[src/rtl/mc_alu.sv]
// Multi-cycle integer ALU: single-cycle ADD/SUB/AND/OR, iterative unsigned
// shift-add multiply and restoring divide, one bit per clock.
module mc_alu #(
   parameter int WIDTH = 16,
   parameter int CNT_W = 5
) (
   input  logic             clk,
   input  logic             rst_n,
   input  logic             start,
   input  logic [2:0]       op,
   input  logic             alu_src,
   input  logic [WIDTH-1:0] a,
   input  logic [WIDTH-1:0] b,
   input  logic [WIDTH-1:0] imm,
   output logic             busy,
   output logic             done,
   output logic [WIDTH-1:0] result_lo,
   output logic [WIDTH-1:0] result_hi,
   output logic             ovf_exc,
   output logic             div_zero
);

   localparam logic [1:0] st_idle = 2'd0;
   localparam logic [1:0] st_mul  = 2'd1;
   localparam logic [1:0] st_div  = 2'd2;
   localparam logic [1:0] st_fin  = 2'd3;

   localparam logic [2:0] op_add = 3'b000;
   localparam logic [2:0] op_sub = 3'b001;
   localparam logic [2:0] op_and = 3'b010;
   localparam logic [2:0] op_or  = 3'b011;
   localparam logic [2:0] op_mul = 3'b100;
   localparam logic [2:0] op_div = 3'b101;

   localparam logic [CNT_W-1:0] cnt_last = CNT_W'(WIDTH - 1);

   logic [1:0]       state;
   logic [CNT_W-1:0] cnt;
   logic [WIDTH-1:0] opnd_b;
   logic [WIDTH-1:0] acc_hi;
   logic [WIDTH-1:0] acc_lo;

   logic [WIDTH-1:0] b_sel;
   logic [WIDTH-1:0] sum;
   logic [WIDTH-1:0] diff;
   logic [WIDTH:0]   mul_sum;
   logic [WIDTH:0]   div_trial;
   logic [WIDTH-1:0] step_hi;
   logic [WIDTH-1:0] step_lo;

   assign b_sel     = alu_src ? imm : b;
   assign sum       = a + b_sel;
   assign diff      = a - b_sel;
   // Multiplier sits in acc_lo and shifts out LSB-first; the partial product
   // enters acc_hi and shifts down into the vacated acc_lo bits.
   assign mul_sum   = {1'b0, acc_hi} + (acc_lo[0] ? {1'b0, opnd_b} : '0);
   assign div_trial = {acc_hi, acc_lo[WIDTH-1]} - {1'b0, opnd_b};

   // NOTE: every signal assigned in always_comb gets a default first, so no
   // path can leave it unassigned and infer a latch.
   always_comb begin
      step_hi = acc_hi;
      step_lo = acc_lo;
      if (state == st_mul) begin
         step_hi = mul_sum[WIDTH:1];
         step_lo = {mul_sum[0], acc_lo[WIDTH-1:1]};
      end else if (state == st_div) begin
         // Trial subtraction went negative when its top bit is set: restore.
         if (div_trial[WIDTH]) step_hi = {acc_hi[WIDTH-2:0], acc_lo[WIDTH-1]};
         else                  step_hi = div_trial[WIDTH-1:0];
         step_lo = {acc_lo[WIDTH-2:0], ~div_trial[WIDTH]};
      end
   end

   assign busy = (state == st_mul) || (state == st_div);
   assign done = (state == st_fin);

   // NOTE: sequential state uses non-blocking assignments only, so every
   // register samples pre-edge values regardless of statement order.
   always_ff @(posedge clk or negedge rst_n) begin
      if (!rst_n) begin
         state     <= st_idle;
         cnt       <= '0;
         opnd_b    <= '0;
         acc_hi    <= '0;
         acc_lo    <= '0;
         result_lo <= '0;
         result_hi <= '0;
         ovf_exc   <= 1'b0;
         div_zero  <= 1'b0;
      end else begin
         case (state)
            st_idle: begin
               if (start) begin
                  cnt       <= '0;
                  opnd_b    <= b_sel;
                  acc_hi    <= '0;
                  acc_lo    <= a;
                  result_hi <= '0;
                  ovf_exc   <= 1'b0;
                  div_zero  <= 1'b0;
                  state     <= st_fin;
                  case (op)
                     op_add: begin
                        result_lo <= sum;
                        ovf_exc   <= (a[WIDTH-1] == b_sel[WIDTH-1]) &&
                                     (sum[WIDTH-1] != a[WIDTH-1]);
                     end
                     op_sub: begin
                        result_lo <= diff;
                        ovf_exc   <= (a[WIDTH-1] != b_sel[WIDTH-1]) &&
                                     (diff[WIDTH-1] != a[WIDTH-1]);
                     end
                     op_and: result_lo <= a & b_sel;
                     op_or:  result_lo <= a | b_sel;
                     op_mul: begin
                        result_lo <= result_lo;
                        result_hi <= result_hi;
                        ovf_exc   <= ovf_exc;
                        div_zero  <= div_zero;
                        state     <= st_mul;
                     end
                     op_div: begin
                        if (b_sel == '0) begin
                           result_lo <= '1;
                           result_hi <= a;
                           div_zero  <= 1'b1;
                        end else begin
                           result_lo <= result_lo;
                           result_hi <= result_hi;
                           ovf_exc   <= ovf_exc;
                           div_zero  <= div_zero;
                           state     <= st_div;
                        end
                     end
                     default: result_lo <= '0;
                  endcase
               end
            end
            st_mul, st_div: begin
               acc_hi <= step_hi;
               acc_lo <= step_lo;
               cnt    <= cnt + 1'b1;
               if (cnt == cnt_last) begin
                  result_lo <= step_lo;
                  result_hi <= step_hi;
                  ovf_exc   <= 1'b0;
                  div_zero  <= 1'b0;
                  state     <= st_fin;
               end
            end
            default: state <= st_idle;
         endcase
      end
   end

endmodule

[config.mk]
export PLATFORM = sky130hd
export DESIGN_NAME = mc_alu
export DESIGN_NICKNAME = d
export VERILOG_FILES = /design/src/rtl/mc_alu.sv
export SDC_FILE = /design/constraint.sdc
export NUM_CORES = 1
export LEC_CHECK = 0
export ABC_AREA = 0
export BUFFER_PORTS_ARGS = -buffer_cell sky130_fd_sc_hd__clkbuf_2
export CAP_MARGIN = 20
export CORE_ASPECT_RATIO = 1.1
export CORE_MARGIN = 4
export CORE_UTILIZATION = 66
export DETAILED_ROUTE_END_ITERATION = 12
export PLACE_DENSITY = 0.84
export SYNTH_ARGS = -nofsm -noshare
export SYNTH_HDL_FRONTEND = slang
export SYNTH_SLANG_ARGS = --single-unit
[constraint.sdc]
create_clock -name clk -period 7.3 [get_ports clk]
set_clock_uncertainty 0.05 [all_clocks]
set_input_delay 0 -clock clk [delete_from_list [all_inputs] [get_ports clk]]
set_output_delay 0 -clock clk [all_outputs]
set_load 0.05 [all_outputs]
Word level (Yosys, flattened, before mapping)
Cells that the tools add are included.
{"block": "classes", "n_addsub": 5, "multipliers": 0, "div": 0, "order_cmp": 0, "eq_ne": 17, "shift": 0, "mux": 37, "bitwise": 3, "n_reduce_logical": 12}
{"operator": "16-bit two-way mux", "count": 15}
{"operator": "16-bit one-hot mux with 2 select lines", "count": 5}
{"operator": "16-bit one-hot mux with 6 select lines", "count": 1}
{"operator": "16-bit by 16-bit adder with 17-bit output", "count": 1}
{"operator": "17-bit by 16-bit subtractor with 17-bit output", "count": 1}
{"operator": "16-bit adder", "count": 1}
{"operator": "16-bit AND", "count": 1}
{"operator": "16-bit logical NOT", "count": 1}
{"operator": "16-bit OR", "count": 1}
{"operator": "16-bit subtractor", "count": 1}
{"operator": "5-bit one-hot mux with 2 select lines", "count": 1}
{"operator": "2-bit one-hot mux with 2 select lines", "count": 2}
{"operator": "3-bit by 2-bit == test with 1-bit output, second input constant", "count": 2}
{"operator": "3-bit == test, second input constant", "count": 2}
{"operator": "1-bit two-way mux", "count": 6}
{"operator": "2-bit != test, second input constant", "count": 3}
{"operator": "1-bit one-hot mux with 2 select lines", "count": 3}
{"operator": "2-bit AND reduction", "count": 3}
{"operator": "5-bit by 1-bit adder with 5-bit output, second input constant", "count": 1}
{"operator": "5-bit by 4-bit == test with 1-bit output, second input constant", "count": 1}
{"operator": "5-bit two-way mux", "count": 1}
{"operator": "5-bit AND reduction", "count": 1}
{"operator": "2-bit == test, second input constant", "count": 2}
{"operator": "2-bit two-way mux", "count": 2}
{"operator": "other kinds (13)", "count": 16}
{"block": "word_totals", "reg_bits": 89, "latchBits": 0, "mem_bits_rw": 0, "mem_bits_ro": 0, "inputBits": 55, "output_inout_bits": 36, "word_cells": 83, "memories": 0}

Depth between registers and ports, before layout
Gate-level depths: netlist of the first run.
{"block": "logic_depth", "depth_word": 7, "mapped_depth": 15, "depth_no_buf": 13}

Least setup slack after synthesis of the first run
OpenSTA, ideal clock, no wires.
{"block": "synth_timing", "kind": "input to register", "start": "in alu_src", "end": "reg result_lo[12]", "setup_ps": 130, "arrival_time_ps": 3483, "t_required_ps": 7120, "slack_ps": 3637, "path_stages": 15, "path_buffers": 2, "cell_sequence": "clkbuf_1 > clkbuf_1 > mux2i_1 > inv_1 > ha_1 > inv_1 > fa_1 > a211o_1 > a311o_1 > a31o_2 > a211oi_2 > o21bai_1 > a21o_1 > a221oi_1 > nor3b_1"}
{"block": "synth_via", "elab_chain_len": 5, "word_cells_on_any_way": 11, "classes_between": "2 x add/sub; 1 x eq/ne; 4 x mux; 2 x bitwise; 2 x reduce/logical"}
{"element": "start, declared", "line": "11", "source": "input logic alu_src,"}
{"element": "16-bit two-way mux (*)", "line": "51", "source": "assign b_sel = alu_src ? imm : b;"}
{"element": "net b_sel[0]", "line": "43", "source": "logic [WIDTH-1:0] b_sel;"}
{"element": "16-bit subtractor or 16-bit adder (tied branches)", "line": "53, 52"}
{"element": "16-bit one-hot mux with 6 select lines", "line": "103", "source": "case (op)"}
{"element": "16-bit two-way mux", "line": "94", "source": "if (start) begin"}
{"element": "16-bit one-hot mux with 2 select lines", "line": "92", "source": "case (state)"}
{"element": "end signal, assigned", "line": "105", "source": "result_lo <= sum;"}
{"element": "end signal, assigned", "line": "110", "source": "result_lo <= diff;"}
{"element": "end signal, assigned", "line": "114", "source": "op_and: result_lo <= a & b_sel;"}
{"element": "end, declared", "line": "17", "source": "output logic [WIDTH-1:0] result_lo,"}
Mark *: on every way through the listed nets, which the timed path passes. The rest lies on a longest branch. The select of a mux whose other input is x is not followed.
A chain may end at the register's enable or synchronous reset.

Final worst setup path of the first run
{"block": "layout_timing", "start": "reg acc_lo[0]", "end": "reg result_hi[15]"}
{"block": "layout_via", "elab_chain_len": 5}
{"element": "start, declared", "line": "41", "source": "logic [WIDTH-1:0] acc_lo;"}
{"element": "start signal, assigned", "line": "142", "source": "acc_lo <= step_lo;"}
{"element": "16-bit two-way mux", "line": "56", "source": "assign mul_sum = {1'b0, acc_hi} + (acc_lo[0] ? {1'b0, opnd_b} : '0);"}
{"element": "16-bit by 16-bit adder with 17-bit output", "line": "56"}
{"element": "16-bit two-way mux", "line": "64", "source": "if (state == st_mul) begin"}
{"element": "16-bit two-way mux", "line": "144", "source": "if (cnt == cnt_last) begin"}
{"element": "16-bit one-hot mux with 2 select lines", "line": "92"}
{"element": "end signal, assigned", "line": "118", "source": "result_hi <= result_hi;"}
{"element": "end signal, assigned", "line": "130", "source": "result_hi <= result_hi;"}
{"element": "end signal, assigned", "line": "146", "source": "result_hi <= step_hi;"}
{"element": "end, declared", "line": "18", "source": "output logic [WIDTH-1:0] result_hi,"}
No other way between the ends. The select of a mux whose other input is x is not followed.

==> results of run 1 <==
==> stage by stage <==
step	utilization	cell area, µm²	std cells	hold slack, ns	power, mW
after floorplan	-	8980	1131	-0.346	3.31
after global placement	0.718	9520	1359	-0.0934	3.99
after detailed placement	0.718	9520	1359	-0.0900	4.05
after CTS	0.751	9960	1390	0.0161	4.53
after global routing	0.751	9960	1390	0.0526	4.92
final	0.751	9960	1390	0.0267	4.60
==> power groups by stage <==
stage                     logic, mW  clock network [mW]  registers, mW
after floorplan                2.12                   0           1.19
after global placement         3.03                   0          0.964
after detailed placement       3.08                   0          0.971
after CTS                      3.11               0.457          0.965
after global routing           3.44               0.477           1.00
final                          3.16               0.460          0.977
==> tightest hold or removal path, stage by stage <==
cell and delay [ns]:
clkbuf_2 0.19, nand2_1 0.11, a31oi_1 0.08
==> logic make-up after synthesis <==
| kind of cell | Yosys count |
|---|---|
| compound gates | 356 |
| xor+xnor | 26 |
| fa+ha+maj | 96 |
| buf+inv | 135 |
| flops | 89 |
| mux | 55 |
| simple gates | 374 |
==> cells in the final DEF, fill, tap and decap left out, types with 11 or more instances in the layout <==
cell             n
o22a_1          11
a21oi_1         67
nor3_1          25
buf_4           11
a21o_1          16
clkbuf_2        89
xnor2_1         17
o21a_1          11
nand2_1        116
mux2i_1         50
o31ai_1         11
ha_1            92
nand2b_1        17
nand3_1         19
o211ai_1        24
inv_1           79
a211oi_1        11
o21ai_0         73
nor2b_1         14
a31oi_1         41
dfrtp_1         89
dlygate4sd3_1   16
nor2_1         108
and2_1          24
==> per-layer routing <==
layer,up-vias,global-route usage,wire length [µm]
li1,4243,-,-
met3,99,0.0672,2600
met4,0,0.153,1130
met1,4210,0.444,10900
met2,515,0.580,12500
met5,-,0,0
==> final timing paths <==
kind | end | slack, ns | cells past startpoint
max | result_hi[15] | 3.68 | 11
min | acc_lo[1] | 0.03 | 3
min in group asynchronous | cnt[4] | 0.08 | 2
max reg2reg | result_hi[15] | 3.68 | 11
min reg2reg | cnt[4] | 0.43 | 2
max in group asynchronous | acc_lo[6] | 6.01 | 3
==> state kept, by name, indices dropped and copies added (netlist names) <==
| name | count |
|---|---|
| state | 2 |
| result_lo | 16 |
| acc_hi | 16 |
| cnt | 5 |
| ovf_exc | 1 |
| result_hi | 16 |
| div_zero | 1 |
| acc_lo | 16 |
| opnd_b | 16 |
==> layout make-up <==
type,instances,area share
clock inverters,3,0.00427
well taps,184,0.0231
clock buffers,12,0.0237
inverters,79,0.0298
repair buffers,116,0.0691
flip-flops and latches,89,0.224
multi-input cells,907,0.626
==> timing repair <==
action | 4_1_cts | 5_1_grt
endpoints found under the hold margin | 52 | 0
resized for setup | 0 | 0
hold buffers | 16 | 0
==> reports/results.ini, run 1 <==
[timing]
tightest_slew_ns = 1.14
setup_viol_count_final = 0
fin_ws_ns = 3.68
slew_violations = 0
hold_viol_final = 0
min_period_ns = 3.62
relSlewSlack = 0.218
rsz0062_at_grt = false
fmax_mhz = 276
fin_crit_sh = 0.496
tns_ns = 0

[critical_path]
r2r-start = acc_lo[0]
cp_cell_sequence = and2_1 > ha_1 > fa_1 > a211o_1 > a2111oi_2 > or3_1 > nand3_1 > a21oi_1 > or4b_1 > o211ai_1 > a31oi_1
critPathCaptureType = register
cpLargestDelayFamily = compound AO/OA/AOI/OAI gates
critPathBufInv = 0
critPathSlowestCell = dfrtp_1
worstSetupStartpoint = acc_lo[0]
cp.arrival_ns = 3.77
startpoint_type = register
slowest_delay_ns = 0.59
required_ns = 7.45
worstSetupPathType = register to register
crit_fanout = 19

[pwr]
p_leak_nw = 4.68
clkPwrFrac = 0.100
switchingPower_mw = 2.51
combinationalPowerShare = 0.688
internal-power_mw = 2.09
p_sw_frac = 0.545
p_seq_frac = 0.212
p_per_area_mw_per_mm2 = 462
vdd_drop_max_v = 0.000345

[die]
rows = 44
io_pins = 91
dieArea_mm2 = 0.0155
start_util = 0.677
die_w_um = 119
die_y_um = 130
coreArea_mm2 = 0.0133

[route]
drtIter0Drc = 842
wl_per_cell_um = 19.5
vias = 9067
ant_nets = 0
first_pass_iters = 6
wl_um = 27100
route.detailed.drc = 0
viasPerCell = 6.52

[yosys]
synth_top_family_by_area = compound AO/OA/AOI/OAI gates
postSynthAreaPerCell_um2 = 7.94
synth_edf_count = 0
ys_seq_area_frac = 0.248
synthXorXnorAreaFrac = 0.0254
synthSimpleGateAreaFrac = 0.198
syn-num-nets = 1282
synthCells = 1131
ys_async_sr_fraction = 1.00
synth-seq-cells = 89
synth_top_area_frac = 0.248
synth.area.top_cells = dfrtp_1, ha_1, mux2i_1
synthAdderAreaFrac = 0.137
synth_mux_area_frac = 0.0620
yosysTopAreaCell = dfrtp_1
synth-compound-area-share = 0.271
synth.distinct_cells = 82
synth_ff_type = dfrtp_1
syn_area_mm2 = 0.00898
yosys-top-cells-count = nand2_1, nor2_1, ha_1
yosysMostFrequentCell = nand2_1
yosys_warnings = 0

[finish]
n_antenna_cell = 0
fillers = 1020
area_growth_pct = 10.9
num-nets-final = 1353
drive_above_1_share = 0.119
seq_area_mm2 = 0.00223
multi_input_area_mm2 = 0.00624

[run]
max-cap-violations = 0

[cts]
cts_tree = done
cts-root-buf = clkbuf_16
path_clk_slew_ns = 0.06
clkSinkCount = 89
insertion_delay_ns = 0.34
numCtsBuffers = 9
post-cts-setup-buffers = 0
clk_path_buf_depth = 2
htree_levels = 3

[min_path]
hp-start = a[1]
hold_class = input port to register

[global_route]
grt_pass1_wl_um = 43300
antenna_found_initial = 0
first_global_vias = 8547
groute.usage.overall = 0.348
grt-ovfl-total = 0
grt_start_max_net_pins = 64

[placed_design]
portBuffers = 90
place_hpwl_um = 20200
pre_cts_slack_ns = 3.64
gp_congestion = 0.985

[status]
status = completed

(Power assumes the default switching activity.)
==> run 2: changes to the inputs <==
--- a/config.mk
+++ b/config.mk
@@ -10,9 +10,9 @@
 export CAP_MARGIN = 20
 export CORE_ASPECT_RATIO = 1.1
 export CORE_MARGIN = 4
-export CORE_UTILIZATION = 66
+export CORE_UTILIZATION = 55
 export DETAILED_ROUTE_END_ITERATION = 12
-export PLACE_DENSITY = 0.84
+export PLACE_DENSITY = 0.74
 export SYNTH_ARGS = -nofsm -noshare
 export SYNTH_HDL_FRONTEND = slang
 export SYNTH_SLANG_ARGS = --single-unit
==> constraint.sdc (replaced) <==
create_clock -name clk -period 2.9 [get_ports clk]
set_clock_uncertainty 0.05 [all_clocks]
set_input_delay 0 -clock clk [delete_from_list [all_inputs] [get_ports clk]]
set_output_delay 0 -clock clk [all_outputs]
set_load 0.05 [all_outputs]
==> run 2 against run 1 <==
Register-to-register slack lost 3.9 ns. Combinational power grew to 3.1 times the previous value. Die area increased by 19%. Non-clock buffer count is 135 higher. Clock-buffer cell count stayed put. Final cell count up 11%. Largest power group unchanged. The run now ends with setup timing left. Sequential power rose by 150%. Worst setup slack got worse by 3.9 ns.
==> reports/results.ini, run 2 (same netlist as run 1, synthesis figures left out) <==
[route]
wl_per_cell_um = 18.9  ; was 19.5 µm
first_pass_iters = 7  ; was 6
route.detailed.drc = 0  ; unchanged
vias = 9492  ; was 9,067
ant_nets = 0  ; unchanged
viasPerCell = 6.16  ; was 6.52
wl_um = 29100  ; was 27,100 µm
drtIter0Drc = 807  ; was 842

[pwr]
switchingPower_mw = 6.91  ; was 2.51 mW
vdd_drop_max_v = 0.000577  ; was 0.000345 V
p_seq_frac = 0.182  ; was 0.212
p_total_mw = 13.2  ; was 4.60 mW
p_sw_frac = 0.525  ; was 0.545
p_leak_nw = 5.39  ; was 4.68 nW
clkPwrFrac = 0.086  ; was 0.100
p_per_area_mw_per_mm2 = 1150  ; was 462 mW/mm²
internal-power_mw = 6.27  ; was 2.09 mW
combinationalPowerShare = 0.733  ; was 0.688

[die]
coreArea_mm2 = 0.0159  ; was 0.0133 mm²
io_pins = 91  ; unchanged
rows = 48  ; was 44
die_w_um = 130  ; was 119 µm
die_y_um = 142  ; was 130 µm
start_util = 0.566  ; was 0.677
dieArea_mm2 = 0.0184  ; was 0.0155 mm²

[finish]
drive_above_1_share = 0.249  ; was 0.119
area_growth_pct = 27.4  ; was 10.9%
final_common_cell = buf_4  ; was nand2_1
n_antenna_cell = 0  ; unchanged
final_cell_mix = buf_4, nand2_1, nor2_1  ; was nand2_1, nor2_1, ha_1, dfrtp_1, clkbuf_2
num-nets-final = 1488  ; was 1,353
final_area_mm2 = 0.0114  ; was 0.00996 mm²

[timing]
min_period_ns = 3.10  ; was 3.62 ns
rsz0062_at_grt = true  ; was false
slew_violations = 0  ; unchanged
relSlewSlack = 0.459  ; was 0.218
fmax_mhz = 323  ; was 276 MHz
setup_viol_count_final = 19  ; was 0
fin_ws_ns = -0.197  ; was 3.68 ns
hold_viol_final = 0  ; unchanged
fin_crit_sh = 1.07  ; was 0.496
tightest_slew_ns = 0.812  ; was 1.14 ns

[status]
status = finished with violations  ; was completed
violations = setup timing

[placed_design]
portBuffers = 90  ; unchanged
gp_congestion = 0.911  ; was 0.985
place_hpwl_um = 21700  ; was 20,200 µm
placed_area_mm2 = 0.0105  ; was 0.00952 mm²

[cts]
cts_tree = done  ; unchanged
numCtsBuffers = 9  ; unchanged
path_clk_slew_ns = 0.07  ; was 0.06 ns
cts-root-buf = clkbuf_16  ; unchanged
htree_levels = 3  ; unchanged
clk_path_buf_depth = 2  ; unchanged
clkSinkCount = 89  ; unchanged
insertion_delay_ns = 0.35  ; was 0.34 ns

[min_path]
hold_class = input port to register  ; unchanged

[global_route]
grt-ovfl-total = 0  ; unchanged
grt_pass1_wl_um = 45500  ; was 43,300 µm
groute.usage.overall = 0.307  ; was 0.348
first_global_vias = 9003  ; was 8,547
antenna_found_initial = 0  ; unchanged
grt_start_max_net_pins = 62  ; was 64

[critical_path]
crit_fanout = 3  ; was 19
worstSetupPathType = register to register  ; unchanged
required_ns = 3.08  ; was 7.45 ns
cp.arrival_ns = 3.27  ; was 3.77 ns
critPathCaptureType = register  ; unchanged
startpoint_type = register  ; unchanged

[run]
max-cap-violations = 0  ; unchanged

-- run 2: critical path, cell delays in order (launching register included) --
cell       delay, ns
dfrtp_1         0.38
and2_4          0.17
ha_4            0.16
fa_2            0.34
a211o_1         0.32
a2111oi_4       0.37
or3_4           0.21
nand3_4         0.08
a21oi_2         0.16
or4b_4          0.48
o211ai_1        0.14
a31oi_1         0.11
-- run 2: power by group through the flow --
stage | Combinational, mW | Clock [mW] | Sequential (mW)
2_1_floorplan | 5.36 | 0 | 3.01
3_3_place_gp | 8.45 | 0 | 2.36
3_5_place_dp | 8.58 | 0 | 2.37
4_1_cts | 8.79 | 1.13 | 2.35
5_1_grt | 10.4 | 1.18 | 2.45
6_report | 9.65 | 1.13 | 2.40
-- run 2: worst paths after layout --
path	start	slack (ns)	cells after the start	to
worst max-delay path	opnd_b[0]	-0.20	11	result_hi[15]
worst min-delay path	b[3]	0.05	4	opnd_b[3]
worst max register to register	opnd_b[0]	-0.20	11	result_hi[15]
worst min register to register	cnt[4]	0.43	2	cnt[4]
max in group asynchronous	rst_n	1.84	3	acc_hi[14]
min in group asynchronous	rst_n	0.22	2	acc_lo[2]
-- run 2: per-layer routing --
metal / share of wire / wire length, µm / GRT usage
met1: 0.41 / 11900 / 0.396
met2: 0.50 / 14500 / 0.540
met3: 0.070 / 2040 / 0.0398
met4: 0.024 / 685 / 0.0870
met5: 0 / 0 / 0
-- run 2: metrics by stage --
step           setup WS, ns  utilization  hold WS (ns)  instances  setup TNS, ns
3_5_place_dp         -0.154        0.662        0.0773       1494          -1.27
6_report             -0.197        0.722        0.0509       1542          -1.02
5_1_grt              -0.356        0.722        0.0525       1542          -4.46
2_1_floorplan        -0.170            -        -0.346       1131         -0.373
4_1_cts              -0.106        0.695        0.0476       1530         -0.356
3_3_place_gp         -0.104        0.662        0.0811       1494         -0.451
-- run 2: area by class of cell --
type,count,area [µm²]
Multi-Input combinational cell,907,6640
Fill cell,1217,4410
Sequential cell,89,2230
Timing Repair Buffer,251,1740
Inverter,79,297
Clock buffer,12,256
Tap cell,200,250
Clock inverter,4,27.5
-- run 2: timing repair --
| action | CTS | global route |
|---|---|---|
| pin swaps | 5 | 53 |
| endpoints found under the hold margin | 84 | 0 |
| endpoints found under the setup margin | 25 | 41 |
| hold buffers | 17 | 0 |
| buffers inserted | 3 | 11 |
| resized for setup | 10 | 70 |
